==> config.mk <==
export PLATFORM = sky130hd
export DESIGN_NAME = coherence_bus_ctrl
export DESIGN_NICKNAME = d
export VERILOG_FILES = /design/src/rtl/coherence_bus_ctrl.sv
export SDC_FILE = /design/constraint.sdc
export NUM_CORES = 1
export LEC_CHECK = 0
export BUFFER_PORTS_ARGS = -buffer_cell sky130_fd_sc_hd__buf_2
export CAP_MARGIN = 20
export CORE_AREA = 2 2 195 197
export DETAILED_ROUTE_END_ITERATION = 8
export DIE_AREA = 0 0 197 199
export HOLD_SLACK_MARGIN = 0.15
export PLACE_DENSITY = 0.67
export SYNTH_ARGS = -nofsm -noshare
export SYNTH_HDL_FRONTEND = slang
export SYNTH_SLANG_ARGS = --single-unit
==> constraint.sdc <==
create_clock -name CLK -period 2.4 [get_ports CLK]
set_input_delay 0.36 -clock CLK [delete_from_list [all_inputs] [get_ports CLK]]
set_output_delay 0.36 -clock CLK [all_outputs]
set_load 0.005 [all_outputs]
==> src/rtl/coherence_bus_ctrl.sv <==
// Bus/coherence controller: round-robin arbitration of CPUS icache/dcache pairs onto
// one single-ported RAM, with snoop broadcast and cache-to-cache transfer from an M owner.
module coherence_bus_ctrl #(
  parameter int unsigned CPUS   = 2,
  parameter int unsigned WORD_W = 32
) (
  input  logic                     CLK,
  input  logic                     nRST,
  input  logic [CPUS-1:0]          iREN,
  input  logic [CPUS*WORD_W-1:0]   iaddr,
  output logic [CPUS-1:0]          iwait,
  output logic [CPUS*WORD_W-1:0]   iload,
  input  logic [CPUS-1:0]          dREN,
  input  logic [CPUS-1:0]          dWEN,
  input  logic [CPUS*WORD_W-1:0]   daddr,
  input  logic [CPUS*WORD_W-1:0]   dstore,
  input  logic [CPUS-1:0]          cctrans,
  input  logic [CPUS-1:0]          ccwrite,
  output logic [CPUS-1:0]          dwait,
  output logic [CPUS*WORD_W-1:0]   dload,
  output logic [CPUS-1:0]          ccwait,
  output logic [CPUS-1:0]          ccinv,
  output logic [CPUS*WORD_W-1:0]   ccsnoopaddr,
  output logic                     ramREN,
  output logic                     ramWEN,
  output logic [WORD_W-1:0]        ramaddr,
  output logic [WORD_W-1:0]        ramstore,
  input  logic [WORD_W-1:0]        ramload,
  input  logic                     ram_wait
);

  localparam int unsigned IDX_W = (CPUS > 1) ? $clog2(CPUS) : 1;

  typedef logic [WORD_W-1:0] word_t;
  typedef logic [IDX_W-1:0]  idx_t;

  typedef enum logic [2:0] {IDLE, SNOOP, C2C, MEMRD, MEMWR, IFETCH} state_e;

  state_e state_q, state_d;
  idx_t   req_q, req_d, snp_q, snp_d;
  idx_t   d_ptr_q, d_ptr_d, i_ptr_q, i_ptr_d;

  logic [CPUS-1:0] iwait_q, iwait_d, dwait_q, dwait_d;
  logic [CPUS-1:0] ccwait_q, ccwait_d, ccinv_q, ccinv_d;
  word_t           iload_q [CPUS];
  word_t           iload_d [CPUS];
  word_t           dload_q [CPUS];
  word_t           dload_d [CPUS];
  word_t           csa_q   [CPUS];
  word_t           csa_d   [CPUS];
  logic            ram_ren_q, ram_ren_d, ram_wen_q, ram_wen_d;
  word_t           ramaddr_q, ramaddr_d, ramstore_q, ramstore_d;

  word_t iaddr_a  [CPUS];
  word_t daddr_a  [CPUS];
  word_t dstore_a [CPUS];

  // Per-CPU views of the flattened buses
  for (genvar g = 0; g < CPUS; g++) begin : g_cpu
    assign iaddr_a[g]  = iaddr[g*WORD_W +: WORD_W];
    assign daddr_a[g]  = daddr[g*WORD_W +: WORD_W];
    assign dstore_a[g] = dstore[g*WORD_W +: WORD_W];
    assign iload[g*WORD_W +: WORD_W]       = iload_q[g];
    assign dload[g*WORD_W +: WORD_W]       = dload_q[g];
    assign ccsnoopaddr[g*WORD_W +: WORD_W] = csa_q[g];
  end

  assign iwait    = iwait_q;
  assign dwait    = dwait_q;
  assign ccwait   = ccwait_q;
  assign ccinv    = ccinv_q;
  assign ramREN   = ram_ren_q;
  assign ramWEN   = ram_wen_q;
  assign ramaddr  = ramaddr_q;
  assign ramstore = ramstore_q;

  // First set bit of v at or after ptr, wrapping at CPUS
  function automatic idx_t rr_pick(input logic [CPUS-1:0] v, input idx_t ptr);
    logic [2*CPUS-1:0] dbl;
    logic [CPUS-1:0]   rot;
    idx_t              res;
    dbl = {v, v} >> ptr;
    rot = dbl[CPUS-1:0];
    res = ptr;
    for (int k = CPUS - 1; k >= 0; k--) begin
      if (rot[k]) res = idx_t'((32'(ptr) + 32'(k)) % CPUS);
    end
    return res;
  endfunction

  function automatic idx_t ptr_inc(input idx_t p);
    return (32'(p) == CPUS - 1) ? '0 : p + idx_t'(1);
  endfunction

  // Next-state and registered-output logic
  always_comb begin
    logic [CPUS-1:0] dwen_m, dren_m, iren_m, others;
    idx_t            pick, snp_sel;
    logic            snp_found;

    state_d    = state_q;
    req_d      = req_q;
    snp_d      = snp_q;
    d_ptr_d    = d_ptr_q;
    i_ptr_d    = i_ptr_q;
    iwait_d    = '1;
    dwait_d    = '1;
    iload_d    = iload_q;
    dload_d    = dload_q;
    ccwait_d   = ccwait_q;
    ccinv_d    = ccinv_q;
    csa_d      = csa_q;
    ram_ren_d  = ram_ren_q;
    ram_wen_d  = ram_wen_q;
    ramaddr_d  = ramaddr_q;
    ramstore_d = ramstore_q;
    pick       = '0;
    snp_sel    = '0;
    snp_found  = 1'b0;
    others     = '0;

    // A cache seeing its wait low this cycle still shows the finished request
    dwen_m = dWEN & dwait_q;
    dren_m = dREN & dwait_q;
    iren_m = iREN & iwait_q;

    unique case (state_q)
      IDLE: begin
        if (|dwen_m) begin
          pick       = rr_pick(dwen_m, d_ptr_q);
          req_d      = pick;
          state_d    = MEMWR;
          ram_wen_d  = 1'b1;
          ramaddr_d  = daddr_a[pick];
          ramstore_d = dstore_a[pick];
        end else if (|dren_m) begin
          pick  = rr_pick(dren_m, d_ptr_q);
          req_d = pick;
          if (cctrans[pick]) begin
            others   = ~(CPUS'(1) << pick);
            state_d  = SNOOP;
            ccwait_d = others;
            ccinv_d  = ccwrite[pick] ? others : '0;
            for (int j = 0; j < CPUS; j++) begin
              if (j != int'(pick)) csa_d[j] = daddr_a[pick];
            end
          end else begin
            state_d   = MEMRD;
            ram_ren_d = 1'b1;
            ramaddr_d = daddr_a[pick];
          end
        end else if (|iren_m) begin
          pick      = rr_pick(iren_m, i_ptr_q);
          req_d     = pick;
          state_d   = IFETCH;
          ram_ren_d = 1'b1;
          ramaddr_d = iaddr_a[pick];
        end
      end

      SNOOP: begin
        // Lowest-numbered snooper writing back is the M owner
        for (int j = CPUS - 1; j >= 0; j--) begin
          if (dWEN[j] && (j != int'(req_q))) begin
            snp_found = 1'b1;
            snp_sel   = idx_t'(j);
          end
        end
        ramaddr_d = daddr_a[req_q];
        if (snp_found) begin
          snp_d      = snp_sel;
          state_d    = C2C;
          ram_wen_d  = 1'b1;
          ramstore_d = dstore_a[snp_sel];
        end else begin
          state_d   = MEMRD;
          ram_ren_d = 1'b1;
        end
      end

      C2C: begin
        ramstore_d = dstore_a[snp_q];
        if (!ram_wait) begin
          dload_d[req_q] = dstore_a[snp_q];
          dwait_d[req_q] = 1'b0;
          dwait_d[snp_q] = 1'b0;
          ram_wen_d      = 1'b0;
          ccwait_d       = '0;
          ccinv_d        = '0;
          d_ptr_d        = ptr_inc(req_q);
          state_d        = IDLE;
        end
      end

      MEMRD: begin
        if (!ram_wait) begin
          dload_d[req_q] = ramload;
          dwait_d[req_q] = 1'b0;
          ram_ren_d      = 1'b0;
          ccwait_d       = '0;
          ccinv_d        = '0;
          d_ptr_d        = ptr_inc(req_q);
          state_d        = IDLE;
        end
      end

      MEMWR: begin
        if (!ram_wait) begin
          dwait_d[req_q] = 1'b0;
          ram_wen_d      = 1'b0;
          d_ptr_d        = ptr_inc(req_q);
          state_d        = IDLE;
        end
      end

      IFETCH: begin
        if (!ram_wait) begin
          iload_d[req_q] = ramload;
          iwait_d[req_q] = 1'b0;
          ram_ren_d      = 1'b0;
          i_ptr_d        = ptr_inc(req_q);
          state_d        = IDLE;
        end
      end

      default: begin
        state_d   = IDLE;
        ram_ren_d = 1'b0;
        ram_wen_d = 1'b0;
      end
    endcase
  end

  always_ff @(posedge CLK or negedge nRST) begin
    if (!nRST) begin
      state_q    <= IDLE;
      req_q      <= '0;
      snp_q      <= '0;
      d_ptr_q    <= '0;
      i_ptr_q    <= '0;
      iwait_q    <= '1;
      dwait_q    <= '1;
      ccwait_q   <= '0;
      ccinv_q    <= '0;
      ram_ren_q  <= 1'b0;
      ram_wen_q  <= 1'b0;
      ramaddr_q  <= '0;
      ramstore_q <= '0;
      for (int j = 0; j < CPUS; j++) begin
        iload_q[j] <= '0;
        dload_q[j] <= '0;
        csa_q[j]   <= '0;
      end
    end else begin
      state_q    <= state_d;
      req_q      <= req_d;
      snp_q      <= snp_d;
      d_ptr_q    <= d_ptr_d;
      i_ptr_q    <= i_ptr_d;
      iwait_q    <= iwait_d;
      dwait_q    <= dwait_d;
      ccwait_q   <= ccwait_d;
      ccinv_q    <= ccinv_d;
      ram_ren_q  <= ram_ren_d;
      ram_wen_q  <= ram_wen_d;
      ramaddr_q  <= ramaddr_d;
      ramstore_q <= ramstore_d;
      iload_q    <= iload_d;
      dload_q    <= dload_d;
      csa_q      <= csa_d;
    end
  end

endmodule
# Word level (Yosys, flattened, before mapping)

Index checks and enable logic that the tools add are counted.
W data, S select, Z words.

Add/subtract/negate cells: 3
Magnitude comparators: 12
Equal/unequal tests: 21
Shift-type cells: 4
Multiplexer cells: 100
Bitwise logic cells: 19
Reductions and logical operators: 33

Operators by type and width:

| cell                 | number |
|---|---|
| $mux W32             | 28 |
| $bwmux W64           | 3 |
| $mux W64             | 2 |
| $pmux W64 S2         | 1 |
| $pmux W32 S3         | 1 |
| $pmux W32 S2         | 1 |
| $mux W1              | 39 |
| $demux W32 S1        | 1 |
| $mux W2              | 12 |
| $ne A2 B2 Y1 const B | 12 |
| $reduce_and A5 Y1    | 3 |
| $reduce_or A2 Y1     | 7 |
| $ge A2 B2 Y1 const B | 6 |
| $mux W3              | 4 |
| $not A1 Y2           | 6 |
| $pmux W2 S2          | 3 |
| $shr A4 B1 Y2        | 3 |
| $reduce_and A2 Y1    | 5 |
| $pmux W3 S3          | 1 |
| $reduce_and A3 Y1    | 3 |
| $and A2 B2 Y2        | 4 |
| $ne A4 B4 Y1 const B | 2 |
| $pmux W1 S4          | 2 |
| $eq A3 B2 Y1 const B | 2 |
| other kinds (19)     | 41 |

Register bits after elaboration: 273
Input bits: 237
Output and inout port bits: 266
Word-level logic and storage cells: 211

# Depth between registers and ports, before layout

Gate-level depths: netlist of the first run.

Depth after elaboration: 16
Gate-level depth with buffers: 8
Depth with buffers taken out: 6

# Worst setup path after synthesis of the first run

No wires, ideal clock.

Path kind: reg-to-reg
Start: reg dwait_q[0] (netlist: dwait[0])
End: reg ramaddr_q[1] (netlist: ramaddr[1])
Setup time: 125 ps
Arrival time: 2084 ps
Required time: 2275 ps
Slack: 191 ps
Stages on the path, launching flop included: 9
Buffers on the path: 2
Period minus slack after synthesis: 2209 ps
Path through: dfstp_2 > buf_4 > nand2_2 > maj3_2 > a31o_4 > buf_6 > a221oi_2 > a22oi_1 > mux2_2

Longest elaborated chain between the ends: 15
Elaborated cells on any way between the ends: 32
Those cells by class: 2 x eq/ne; 2 x shift; 21 x mux; 4 x bitwise; 3 x reduce/logical

Ends and longest elaborated chain:

| element                                      | line | source |
|---|---|---|
| from (decl)                                  | 43   | `logic [CPUS-1:0] iwait_q, iwait_d, dwait_q, dwait_d;` |
| from (signal assigned)                       | 261  | `dwait_q <= dwait_d;` |
| $and A2 B2 Y2                                | 124  | `dren_m = dREN & dwait_q;` |
| $shr A4 B1 Y2                                | 82   | `dbl = {v, v} >> ptr;` |
| $mux W1 (2 in series)                        | 86   | `if (rot[k]) res = idx_t'((32'(ptr) + 32'(k)) % CPUS);` |
| $mux W1                                      | 136  | `end else if (\|dren_m) begin` |
| $mux W1                                      | 129  | `if (\|dwen_m) begin` |
| $mux W1                                      | 127  | `unique case (state_q)` |
| $not A1 Y2 (not written as such)             | 150  | `ramaddr_d = daddr_a[pick];` |
| $mux W32 (not written as such) (3 in series) | 150  |  |
| $mux W32                                     | 139  | `if (cctrans[pick]) begin` |
| $mux W32                                     | 136  |  |
| $mux W32                                     | 129  |  |
| $pmux W32 S2                                 | 127  |  |
| to (signal assigned)                         | 266  | `ramaddr_q <= ramaddr_d;` |
| to (decl)                                    | 52   | `word_t ramaddr_q, ramaddr_d, ramstore_q, ramstore_d;` |

Several ways; a longest one is shown, not always the timed one. The select of a mux whose other input is x is not followed.
A chain may end at the register's enable or synchronous reset.

# Worst setup path after layout of the first run

Start: reg iwait_q[1] (netlist: iwait[1])
End: reg ramaddr_q[0] (netlist: ramaddr[0])

Longest elaborated chain between the ends: 16
Elaborated cells on any way between the ends: 19
Those cells by class: 1 x eq/ne; 1 x shift; 13 x mux; 2 x bitwise; 2 x reduce/logical

Ends and longest elaborated chain:

| element                                      | line | source |
|---|---|---|
| from (decl)                                  | 43   |  |
| from (signal assigned)                       | 260  | `iwait_q <= iwait_d;` |
| $and A2 B2 Y2 (*)                            | 125  | `iren_m = iREN & iwait_q;` |
| $shr A4 B1 Y2                                | 82   |  |
| $mux W1 (2 in series)                        | 86   |  |
| $mux W1                                      | 152  | `end else if (\|iren_m) begin` |
| $mux W1                                      | 136  |  |
| $mux W1                                      | 129  |  |
| $mux W1                                      | 127  |  |
| $not A1 Y2 (not written as such)             | 157  | `ramaddr_d = iaddr_a[pick];` |
| $mux W32 (not written as such) (3 in series) | 157  |  |
| $mux W32                                     | 152  |  |
| $mux W32                                     | 136  |  |
| $mux W32                                     | 129  |  |
| $pmux W32 S2                                 | 127  |  |

Mark *: on every way between the ends. The rest lies on a longest branch, timed or not. The select of a mux whose other input is x is not followed.

==> reports/qor.yml, run 1 <==
status: "finished clean"
crit_type: "reg2reg"
place.port_buffers: 502
cts-root-buf: "clkbuf_16"
grt.met1_usage: 0.263
clk-insertion-delay-late_ns: 0.53
antenna_found_initial: 1
timing.final.crit_period_ns: 2.29
final_nets: 1998
grtUsageMet2: 0.388
clk_pin_slew_ns: 0.06
clock_sinks: 273
multiInputGateArea_mm2: 0.00590
critical_path.most_common_cell: "mux2_2"
fmax_ghz: 0.436
final_util: 0.510
ys_ff_latch: 273
cts.htree.levels: 2
finalSetupViolCount: 0
final_common_cell: "buf_2"
fin_skew_ns: 0.0158
post-route-drc-count: 0
drtAntennaViolNets: 0
worstPathRequired_ns: 2.80
crit_path_max_fanout: 33
slew_headroom: 0.534
synth_edf_count: 0
drt_wl_total_mm: 46.9
place_congestion: 0.851
core-area_mm2: 0.0371
avgSynthCellArea_um2: 11.7
met3_usage: 0.0631
areaGrowthSynthToFinish_pct: 45.1
cts_buffer_depth: 3
via_per_inst: 5.22
pre_cts_slack_ns: 0.0927
cts_tree: "yes"
rsz0062_at_grt: "no"
fp.dieArea_mm2: 0.0392
die_y_um: 199
peakVddDrop_uv: 760
ys_types: 50
gr-usage-all-layers: 0.232
finalCritPeriodShare: 0.955
wl_per_cell_um: 20.8
yosysSeqAreaShare: 0.524
worstSetupStartpoint: "iwait[1]$_DFF_PN1_"
p_leak_nw: 9.55
syn_nets: 1355
path_cells: "and2_1 -> maj3_2 -> buf_12 -> mux2_2 -> a221oi_1 -> a22oi_1 -> mux2_2"
numCtsBuffers: 34
hold_violations: 0
max_stage_delay_ns: 0.53
powerDensity_mw_per_mm2: 1240
drv_slew: 0
synthCells: 1116
arrival_ns: 2.69
timing.rr.start: "iwait[1]$_DFF_PN1_"
grt-ovfl-total: 0
fin_ws_ns: 0.107
cp_slowest_cell: "dfstp_2"
initial_core_util: 0.351
hold_path_class: "in2reg"
via_count: 11800
grt_start_max_net_pins: 65
endpoint_kind: "flop"
whs_ns: 0.175
async_flop_share: 1.00
drive_above_1_share: 0.476
netlist_area_mm2: 0.0130
n_fill_cell: 3217
drt-pass1-iter-count: 6
synth_ff_type: "dfrtp_1"
boundaryPins: 503
row_count: 71
regArea_mm2: 0.00684
grt_pass1_wl_mm: 70.7
critPathLaunchType: "flop"
tns_ns: 0
top_usage_layer: "met2"
hp-start: "dstore[36]"
layout_common_cells: "buf_2, dfrtp_1, mux2_2"
ys_warn_count: 0
worstMarginPinSlew_ns: 0.698
drv_cap: 0
hpwl_mm: 33.2
drt_first_iter_violations: 410
first_global_vias: 12400
die_x_um: 197
cts_resized: 0
==> synthesized netlist by cell type (all sizes together), types with 2 or more instances <==
library cell	instances	area (um2)
o211ai	2	15.0
o22ai	2	12.5
a32oi	2	17.5
buf	34	183
dfstp	4	105
o21ai	176	881
a31oi	4	25.0
a22oi	31	233
a22o	3	26.3
a2bb2oi	2	17.5
a21boi	3	22.5
nand2b	4	25.0
nand3	8	40.0
a21oi	8	40.0
mux2	193	2170
clkbuf	45	169
a221oi	32	462
ha	2	25.0
nor2	12	45.0
maj3	3	32.5
a211o	2	17.5
nor3	2	15.0
nand2	149	562
nor2b	2	12.5
dfrtp	269	6730
a21o	4	30.0
mux2i	97	971
inv	4	15.0
and2	5	33.8
==> layer usage <==
| layer | share of wire | up-vias |
|---|---|---|
| met5 | 0 | - |
| met4 | 0.063 | 0 |
| met3 | 0.081 | 142 |
| met2 | 0.47 | 577 |
| met1 | 0.38 | 5723 |
| li1 | - | 5345 |
==> path summary, 6_finish.rpt <==
check | endpoint | cells after the start | slack [ns]
setup / recovery | ramaddr[0]$_DFFE_PN0P_ | 7 | 0.11
hold / removal | ramstore[4]$_DFFE_PN0P_ | 3 | 0.17
setup reg to reg | ramaddr[0]$_DFFE_PN0P_ | 7 | 0.11
hold reg to reg | dload[62]$_DFFE_PN0P_ | 2 | 0.47
max in group asynchronous | ramstore[16]$_DFFE_PN0P_ | 4 | 1.21
min in group asynchronous | iload[47]$_DFFE_PN0P_ | 2 | 0.38
==> stage by stage <==
stage                     instance area (um2)  power [W]  std cells
final                                   18900     0.0234       2258
after global routing                    18900     0.0249       2257
after CTS                               18900     0.0235       2257
after detailed placement                16400     0.0182       2058
after global placement                  16400     0.0179       2058
after floorplan                         13000     0.0134       1116
==> area by class of cell <==
class | instances | area share
Sequential cell | 273 | 0.361
Timing Repair Buffer | 686 | 0.237
Clock inverter | 15 | 0.00681
Clock buffer | 45 | 0.0503
Multi-Input combinational cell | 759 | 0.312
Tap cell | 474 | 0.0313
Inverter | 5 | 0.000992
Antenna cell | 1 | 0.000132
==> power breakdown <==
group	total (W)	switching (W)	internal (W)
clock	0.00496	0.00204	0.00292
combinational	0.0103	0.00517	0.00518
sequential	0.00810	0.00126	0.00684
==> flip-flops by register name, indices dropped and copies added (netlist names), 3 cells and up <==
| register | count |
|---|---|
| ramstore | 32 |
| dload | 64 |
| ccsnoopaddr | 64 |
| iload | 64 |
| ramaddr | 32 |
| state_q | 3 |
==> worst max-delay path, delay by kind of cell (launching register included) <==
kind | cells | cell delay [ns]
multiplexers | 2 | 0.65
flip-flops | 1 | 0.53
AO/OA/AOI/OAI | 2 | 0.40
adder cells (fa/ha/maj) | 1 | 0.22
buffers and inverters | 1 | 0.21
AND/OR/NAND/NOR | 1 | 0.14
==> repair_timing <==
item                                   in CTS  in global routing
endpoints found under the hold margin     202                  0
hold buffers                              139                  0
setup buffers                               0                  0
==> logic make-up (layout without fill, tap and decap cells) <==
group | count (synthesis) | after routing | synth area share
AO/OA/AOI/OAI | 276 | 276 | 0.142
adder cells (fa/ha/maj) | 5 | 5 | 0.00441
buffers and inverters | 84 | 751 | 0.0284
flip-flops | 273 | 273 | 0.524
multiplexers | 290 | 290 | 0.241
other | 0 | 1 | 0
AND/OR/NAND/NOR | 188 | 188 | 0.0596
Power figures use the tool's default switching activity.
==> run 2: changes to the inputs <==
- ABC_AREA: not set -> 1
- CORE_AREA: 2 2 195 197 -> 2 2 194 196
- DIE_AREA: 0 0 197 199 -> 0 0 196 198
- PLACE_DENSITY: 0.67 -> 0.74
==> reports/qor.yml, run 2 <==
cp_slowest_cell: "buf_4"
p_leak_nw: 11.0
worstPathRequired_ns: 2.84
fin_skew_ns: 0.0209
synth_top_area_share: 0.436
finalCritPeriodShare: 0.860
arrival_ns: 2.51
endpoint_kind: "flop"
cts-root-buf: "clkbuf_16"
drt_first_iter_violations: 1317
ys_types: 31
ys_ff_latch: 273
cp.buffers_inverters: 1
crit_type: "reg2reg"
cts_resized: 0
cts.htree.levels: 1
worstMarginPinSlew_ns: 0.937
crit_path_max_fanout: 64
n_fill_cell: 3429
die_x_um: 196
path_cells: "nor2_1 -> nand2_2 -> buf_4 -> o21ai_0 -> nor2_1 -> a22oi_1"
numCtsBuffers: 31
yosysMostFrequentCell: "nand2_1"
hpwl_mm: 40.0
fmax_ghz: 0.485
drv_cap: 0
via_count: 16900
peakVddDrop_uv: 797
cts_tree: "yes"
yosysSeqAreaShare: 0.442
syn_nets: 2359
ys_warn_count: 0
ys_top_cells_by_count: "nand2_1, inv_1, dfrtp_1"
grt-ovfl-total: 0
path_delay_family: "buffers and inverters"
synthCells: 2120
first_global_vias: 16500
drt-pass1-iter-count: 6
layout_common_cells: "nand2_1, buf_2, inv_1"
post-route-drc-count: 0
synth_top_cell_by_area: "dfrtp_1"
grt_pass1_wl_mm: 90.2
die_y_um: 198
critPathLaunchType: "flop"
row_count: 71
whs_ns: 0.171
synth_edf_count: 0
regArea_mm2: 0.00684
gr-usage-all-layers: 0.293
critical_path.most_common_cell: "nor2_1"
fin_ws_ns: 0.337
synthTopCellsByArea: "dfrtp_1, nand2_1, o21ai_0, inv_1, mux2_2"
cts_setup_buffers: 0
pre_cts_slack_ns: 0.393
boundaryPins: 503
finalSetupViolCount: 0
status: "finished clean"
drive_above_1_share: 0.267
timing.final.crit_period_ns: 2.06
async_flop_share: 1.00
initial_core_util: 0.418
slew_headroom: 0.376
total_power_w: 0.0259
place_congestion: 0.935
clk_pin_slew_ns: 0.07
fp.dieArea_mm2: 0.0388
drt_wl_total_mm: 58.0
place.port_buffers: 502
max_stage_delay_ns: 0.63
multiInputGateArea_mm2: 0.00707
drv_slew: 0
wl_per_cell_um: 18.6
cts_buffer_depth: 3
clk-insertion-delay-late_ns: 0.59
rsz0062_at_grt: "no"
core-area_mm2: 0.0370
hold_violations: 0
clock_sinks: 273
final_common_cell: "nand2_1"
powerDensity_mw_per_mm2: 1290
via_per_inst: 5.42
synth_ff_type: "dfrtp_1"
antenna_found_initial: 2
netlist_area_mm2: 0.0155
hold_path_class: "in2reg"
tns_ns: 0
avgSynthCellArea_um2: 7.29
final_nets: 2856
grt_start_max_net_pins: 67
holdBufCountCts: 43
areaGrowthSynthToFinish_pct: 30.4
drtAntennaViolNets: 0
## run 2: changes by cell type after synthesis, sizes merged, moves of 39 or more
cell	previous run	this run
mux2i	97	0
nand2	149	638
o21ai	176	302
mux2	193	64
nand3	8	137
clkbuf	45	84
nor2	12	112
inv	4	282
## run 2: tightest hold or removal path, cell delays in order
cell	delay (ns)
buf_2	0.11
nand2_1	0.05
o21ai_0	0.07
nand2_1	0.06
a22oi_1	0.05
## run 2: stage by stage
step	instance area, um2	util	std cells
final	20200	0.545	3118
after global routing	20100	0.545	3115
after CTS	20100	0.545	3115
after detailed placement	18600	0.504	3015
after global placement	18600	0.504	3015
after floorplan	15500	-	2120
## run 2: cell families (layout without fill, tap and decap cells)
group,count (synthesis),after routing,synth area share
mux,64,64,0.0466
buf+inv,411,932,0.105
other cells,0,3,0
flops,273,273,0.442
simple gates,960,960,0.261
fa+ha+maj,2,2,0.00162
compound gates,410,410,0.144
## run 2: cell type report
type	instances	share of cell area
inverter	282	0.0525
clock buffer	38	0.0418
antenna	3	0.000373
timing repair buffer	593	0.174
clock inverter	19	0.0122
multi-input combinational	1436	0.351
sequential	273	0.339
tap	474	0.0294
## run 2: worst paths after layout
check,from,end,slack [ns],depth (start not counted)
worst max register to register,state_q[1]$_DFFE_PN0P_,ramstore[3]$_DFFE_PN0P_,0.34,6
worst min register to register,iload[41]$_DFFE_PN0P_,iload[41]$_DFFE_PN0P_,0.48,2
max in group asynchronous,nRST,iload[52]$_DFFE_PN0P_,1.19,4
min in group asynchronous,nRST,ramaddr[5]$_DFFE_PN0P_,0.33,2
worst min-delay path,dstore[33],ramstore[1]$_DFFE_PN0P_,0.17,5
worst max-delay path,state_q[1]$_DFFE_PN0P_,ramstore[3]$_DFFE_PN0P_,0.34,6
## run 2: power by group
group          internal [W]  switching (W)
Sequential          0.00696        0.00151
Combinational       0.00487        0.00747
Clock               0.00303        0.00206
## run 2: routing by layer
metal,GRT usage,vias up,wire (um)
met2,0.483,1022,27300
met3,0.0741,192,6220
met4,0.139,2,2750
li1,-,7761,-
met1,0.361,7926,21600
met5,0,-,11
